`src/rtl/exec_rr_scheduler.sv`:
```
// ----------------------------------------------------------------------------
// exec_rr_scheduler
//
// This module shares one multi-cycle execution unit among NREQ requesters. It
// uses round-robin arbitration. For each operation it sends a one-cycle start
// pulse and waits for the unit's done. It reports the result to the owner as
// either ack (the unit completed) or err (the timeout expired). It also keeps a
// wrapping count of completed operations.
//
// Ports
//   clk     : system clock, rising edge
//   rst     : asynchronous, active-high reset
//   enable  : allows a new arbitration; an operation already in flight still
//             runs to completion
//   req     : request level, one bit per requester
//   done    : completion from the execution unit; only sampled in WAIT
//   start   : one-cycle pulse to the execution unit
//   grant   : one-hot owner of the unit, held from START through DONE/ABORT
//   ack     : one-cycle completion pulse to the owner
//   err     : one-cycle timeout pulse to the owner
//   busy    : high whenever the scheduler is not idle
//   count   : number of completed operations, wraps modulo 2^CNT_W
//
// Every output is a register. The output-comb process computes the value
// each output takes in the next cycle.
// ----------------------------------------------------------------------------
module exec_rr_scheduler #(
    parameter int NREQ    = 4,
    parameter int CNT_W   = 16,
    parameter int TO_W    = 8,
    parameter int TIMEOUT = 200
) (
    input  logic             clk,
    input  logic             rst,
    input  logic             enable,
    input  logic [NREQ-1:0]  req,
    input  logic             done,
    output logic             start,
    output logic [NREQ-1:0]  grant,
    output logic [NREQ-1:0]  ack,
    output logic [NREQ-1:0]  err,
    output logic             busy,
    output logic [CNT_W-1:0] count
);

    localparam int PTR_W = $clog2(NREQ);
    localparam logic [PTR_W:0]   NREQ_W  = (PTR_W+1)'(NREQ);
    localparam logic [PTR_W-1:0] LAST_IX = PTR_W'(NREQ - 1);
    localparam logic [TO_W-1:0]  TO_LAST = TO_W'((TIMEOUT == 0) ? 0 : TIMEOUT - 1);

    typedef enum logic [2:0] {
        IDLE  = 3'd0,
        START = 3'd1,
        WAIT  = 3'd2,
        DONE  = 3'd3,
        ABORT = 3'd4
    } state_t;

    state_t           state_reg, state_next;
    logic [PTR_W-1:0] ptr_reg, ptr_next;
    logic [PTR_W-1:0] win_reg, win_next;
    logic [TO_W-1:0]  timer_reg, timer_next;

    logic             start_next;
    logic [NREQ-1:0]  grant_next, ack_next, err_next;
    logic             busy_next;
    logic [CNT_W-1:0] count_next;

    logic [PTR_W-1:0] cand_idx [NREQ];
    logic [NREQ-1:0]  cand_hit;
    logic [PTR_W-1:0] pick;
    logic             pick_valid;
    logic [NREQ-1:0]  pick_onehot;
    logic [NREQ-1:0]  win_onehot;
    logic [PTR_W-1:0] win_inc;
    logic             timeout_hit;

    // Candidate gi is requester (ptr + gi) mod NREQ. Candidate 0 has the
    // highest priority, which makes the search start at ptr and go upward.
    genvar gi;
    generate
        for (gi = 0; gi < NREQ; gi++) begin : g_cand
            logic [PTR_W:0] sum;
            assign sum           = {1'b0, ptr_reg} + (PTR_W+1)'(gi);
            assign cand_idx[gi]  = (sum >= NREQ_W) ? PTR_W'(sum - NREQ_W) : sum[PTR_W-1:0];
            assign cand_hit[gi]  = req[cand_idx[gi]];
            assign pick_onehot[gi] = (pick == PTR_W'(gi));
            assign win_onehot[gi]  = (win_reg == PTR_W'(gi));
        end
    endgenerate

    // The loop counts down, so the lowest-offset requesting candidate is
    // written last and wins.
    always_comb begin
        pick       = '0;
        pick_valid = 1'b0;
        for (int i = NREQ - 1; i >= 0; i--) begin
            if (cand_hit[i]) begin
                pick       = cand_idx[i];
                pick_valid = 1'b1;
            end
        end
    end

    assign win_inc = (win_reg == LAST_IX) ? '0 : win_reg + PTR_W'(1);

    generate
        if (TIMEOUT == 0) begin : g_no_timeout
            assign timeout_hit = 1'b0;
        end else begin : g_timeout
            assign timeout_hit = (timer_reg == TO_LAST);
        end
    endgenerate

    // ---------------------------------------------------------------- state
    always_ff @(posedge clk or posedge rst) begin
        if (rst) begin
            state_reg <= IDLE;
        end else begin
            state_reg <= state_next;
        end
    end

    // ----------------------------------------------------------- next state
    always_comb begin
        state_next = state_reg;
        case (state_reg)
            IDLE:    if (enable && pick_valid) state_next = START;
            START:   state_next = WAIT;
            // If done and the timeout happen in the same cycle, done wins.
            WAIT: begin
                if (done)             state_next = DONE;
                else if (timeout_hit) state_next = ABORT;
            end
            DONE:    state_next = IDLE;
            ABORT:   state_next = IDLE;
            default: state_next = IDLE;
        endcase
    end

    // --------------------------------------------- outputs (next-cycle values)
    always_comb begin
        start_next = 1'b0;
        grant_next = grant;
        ack_next   = '0;
        err_next   = '0;
        busy_next  = (state_next != IDLE);
        count_next = count;
        ptr_next   = ptr_reg;
        win_next   = win_reg;
        timer_next = timer_reg;
        case (state_reg)
            IDLE: begin
                if (state_next == START) begin
                    win_next   = pick;
                    grant_next = pick_onehot;
                    start_next = 1'b1;
                end
            end
            START: begin
                timer_next = '0;
            end
            WAIT: begin
                if (state_next == DONE) begin
                    ack_next   = win_onehot;
                    count_next = count + CNT_W'(1);
                end else if (state_next == ABORT) begin
                    err_next = win_onehot;
                end else begin
                    timer_next = timer_reg + TO_W'(1);
                end
            end
            DONE, ABORT: begin
                ptr_next   = win_inc;
                grant_next = '0;
            end
            default: begin
                grant_next = '0;
            end
        endcase
    end

    always_ff @(posedge clk or posedge rst) begin
        if (rst) begin
            start     <= 1'b0;
            grant     <= '0;
            ack       <= '0;
            err       <= '0;
            busy      <= 1'b0;
            count     <= '0;
            ptr_reg   <= '0;
            win_reg   <= '0;
            timer_reg <= '0;
        end else begin
            start     <= start_next;
            grant     <= grant_next;
            ack       <= ack_next;
            err       <= err_next;
            busy      <= busy_next;
            count     <= count_next;
            ptr_reg   <= ptr_next;
            win_reg   <= win_next;
            timer_reg <= timer_next;
        end
    end

endmodule

```
`config.mk`:
```
export PLATFORM = sky130hd
export DESIGN_NAME = exec_rr_scheduler
export DESIGN_NICKNAME = d
export VERILOG_FILES = /design/src/rtl/exec_rr_scheduler.sv
export SDC_FILE = /design/constraint.sdc
export NUM_CORES = 1
export LEC_CHECK = 0
export CAP_MARGIN = 10
export CORE_ASPECT_RATIO = 1.5
export CORE_MARGIN = 4
export CORE_UTILIZATION = 52
export DETAILED_ROUTE_END_ITERATION = 10
export GPL_ROUTABILITY_DRIVEN = 0
export GPL_TIMING_DRIVEN = 1
export PLACE_DENSITY = 0.83
export SKIP_LAST_GASP = 1
export SLEW_MARGIN = 30
export SYNTH_ARGS = -nofsm -noshare
export SYNTH_HDL_FRONTEND = slang
export SYNTH_SLANG_ARGS = --single-unit
```
`constraint.sdc`:
```
create_clock -name clk -period 1.8 [get_ports clk]
set_input_delay 0.45 -clock clk [delete_from_list [all_inputs] [get_ports clk]]
set_output_delay 0.45 -clock clk [all_outputs]
set_load 0.02 [all_outputs]
```
==> out/metrics.yaml <==
drt:
  finalWirelength_um: 4490
  drtAntennaViolNets: 0
  wl_per_cell_um: 15.8
  vias: 1628
  drc: 0
  first_iter_violations: 34
  dr.pass1.iters: 4
  via_per_inst: 5.73
critical_path:
  reg2reg_depth: 5
  critPathBufInv: 1
  crit_arrival_ns: 1.31
  reg2reg_slack_ns: 0.14
  reg2reg_to: "timer_reg[5]"
  endpoint_kind: "output pin"
  start_kind: "flip-flop"
  cp_max_fo: 3
  cp.required_ns: 1.35
  crit_chain: "clkdlybuf4s50_1"
  crit_type: "flip-flop to output pin"
  crit_slowest_cell: "clkdlybuf4s50_1"
  max_stage_delay_ns: 0.62
  path_delay_family: "buffers and inverters"
  r2r-start: "timer_reg[1]"
worst_hold_path:
  hold_depth: 1
  min_from: "count[15]"
  hp-class: "flip-flop to flip-flop"
  holdPathEnd: "count[15]"
yosys:
  syn_nets: 205
  netlist_instances: 191
  syn_area_mm2: 0.00217
  synth_ff_type: "dfrtp_1"
  synth-edff-count: 0
  netlist-cell-type-count: 46
  async_flop_share_pct: 100
  ys_ff_latch: 45
  syn_area_per_cell_um2: 11.4
  yosysWarnings: 0
  seq_area_frac_synth_pct: 51.8
global_route:
  grt_first_pass_wirelength_um: 7470
  grt_pass1_vias: 1662
  grt_max_degree: 46
  grt_antenna_before_repair: 0
  grt_use_total_pct: 18.7
  grt_overflow: 0
clocking:
  ctsHoldBuffers: 0
  clkLatencyLatePin_ns: 0.29
  clock_sinks: 45
  cts_tree: "done"
  post_cts_buffers: 0
  root_buffer: "clkbuf_8"
  clk_pin_slew_worst_paths_ns: 0.09
  htree_levels: 2
  cts.path.max_buffers: 2
  numCtsBuffers: 5
final_layout:
  fin_util_pct: 70.1
  largest_reg_flops: 16
  multi_input_area_um2: 983
  nFillCells: 303
  instances_no_fill: 284
  diodes: 0
  syn_to_final_growth_pct: 28.7
  final-seq-area_mm2: 0.00113
  fin_nets: 252
  drive_gt1_share_pct: 13.8
floorplanning:
  start_util_pct: 54.4
  dieArea_mm2: 0.00530
  ioPinCount: 38
  core_area_mm2: 0.00399
  dieWidth_um: 60.8
  num_rows: 28
  die_y_um: 87.2
sta:
  setup_viol: 0
  finClkSkew_ns: 0.00807
  tightest_slew_ns: 0.542
  fin_tns_setup_ns: 0
  period_minus_slack_ns: 1.76
  max_freq_mhz: 569
  finalMaxSlewViolations: 0
  period_share_pct: 97.7
  max-slew-margin-rel_pct: 63.9
  hold_viol: 0
pwr:
  power_density_mw_per_mm2: 1280
  vdd_drop_max_mv: 1.11
  p_leak_nw: 1.40
placed_design:
  place_inst: 276
  portBuffers: 37
  dp_hpwl_um: 3230
flow_run:
  drv_cap: 0
outcome:
  status: "completed"
==> synth_stat cells, drive strengths merged (2+ instances only) <==
cell / instances / area [µm²]
dfrtp: 45 / 1130
nand2: 14 / 52.6
and2: 10 / 62.6
nor2: 10 / 45.0
xnor2: 10 / 87.6
nand4: 8 / 50.1
a21oi: 6 / 30.0
buf: 6 / 42.5
ha: 6 / 75.1
nand3: 6 / 30.0
xor2: 6 / 52.6
and3: 5 / 31.3
inv: 5 / 18.8
o211ai: 4 / 45.1
o21ai: 4 / 20.0
o41ai: 4 / 42.6
clkbuf: 3 / 11.3
mux2i: 3 / 30.0
nand2b: 3 / 18.8
nor2b: 3 / 18.8
o22ai: 3 / 18.8
o31ai: 3 / 37.5
a21boi: 2 / 15.0
a32o: 2 / 20.0
and4: 2 / 17.5
mux2: 2 / 22.5
or2: 2 / 12.5
==> how the worst max path moves through the flow <==
stage | from | to | slack, ns | depth (start not counted)
floorplan | timer_reg[0] | timer_reg[3] | 0.22 | 6
global placement | done | timer_reg[5] | -0.25 | 5
detailed placement | done | timer_reg[5] | -0.30 | 5
CTS | count[12] | count[12] | 0.003 | 1
global route | req[0] | grant[3] | -0.0008 | 5
finish | count[9] | count[9] | 0.04 | 1
==> layout by cell type (no fill, tap or decap), types with 4 or more instances in the layout <==
cell type         n
nor2_1            9
dlymetal6s2s_1    9
and3_1            5
dlygate4sd2_1     4
nand3_1           6
ha_1              6
and2_1           10
nand2_1          14
xnor2_1          10
xor2_1            6
clkdlybuf4s50_1  24
inv_1             4
a21oi_1           6
nand4_1           8
clkbuf_8          5
dfrtp_1          45
buf_4            10
==> cell type report <==
class | instances | share of cell area (%)
clock inverter | 2 | 1.39
sequential | 45 | 40.2
tap | 45 | 2.01
clock buffer | 6 | 2.59
timing repair buffer | 49 | 18.0
inverter | 5 | 0.671
multi-input combinational | 132 | 35.1
==> power by group <==
group | internal, W | switching, W
clock | 0.000417 | 0.000341
sequential | 0.00122 | 0.000206
combinational | 0.000659 | 0.000740
total | 0.00230 | 0.00129
==> kinds of logic after synthesis <==
kind of cell,count (synthesis),synth area share (%)
AO/OA/AOI/OAI,36,13.8
XOR/XNOR,16,6.44
adder cells (fa/ha/maj),6,3.45
buffers and inverters,14,3.34
flip-flops,45,51.8
multiplexers,5,2.42
AND/OR/NAND/NOR,69,18.8
==> what timing repair did <==
action,4_1_cts,5_1_grt
endpoints found under the setup margin,4,14
pin swaps,0,1
resized for setup,4,10
==> stage by stage <==
| stage | setup slack (ns) | instance area (µm²) | hold WS, ns | power, W |
|---|---|---|---|---|
| 2_1_floorplan | 0.220 | 2170 | 0.462 | 0.00230 |
| 3_3_place_gp | -0.253 | 2660 | 0.456 | 0.00280 |
| 3_5_place_dp | -0.301 | 2660 | 0.460 | 0.00286 |
| 4_1_cts | 0.00251 | 2770 | 0.475 | 0.00362 |
| 5_1_grt | -0.000817 | 2800 | 0.490 | 0.00382 |
| 6_report | 0.0416 | 2800 | 0.473 | 0.00359 |
==> per-layer routing <==
layer	vias to the layer above	track usage, %	part of all wire, %
met2	31	32.5	56
met4	0	8.09	1.7
met3	8	4.15	3.7
li1	771	-	-
met5	-	0	0
met1	818	21.4	38
Note: power is estimated with default switching activity, not from simulation.
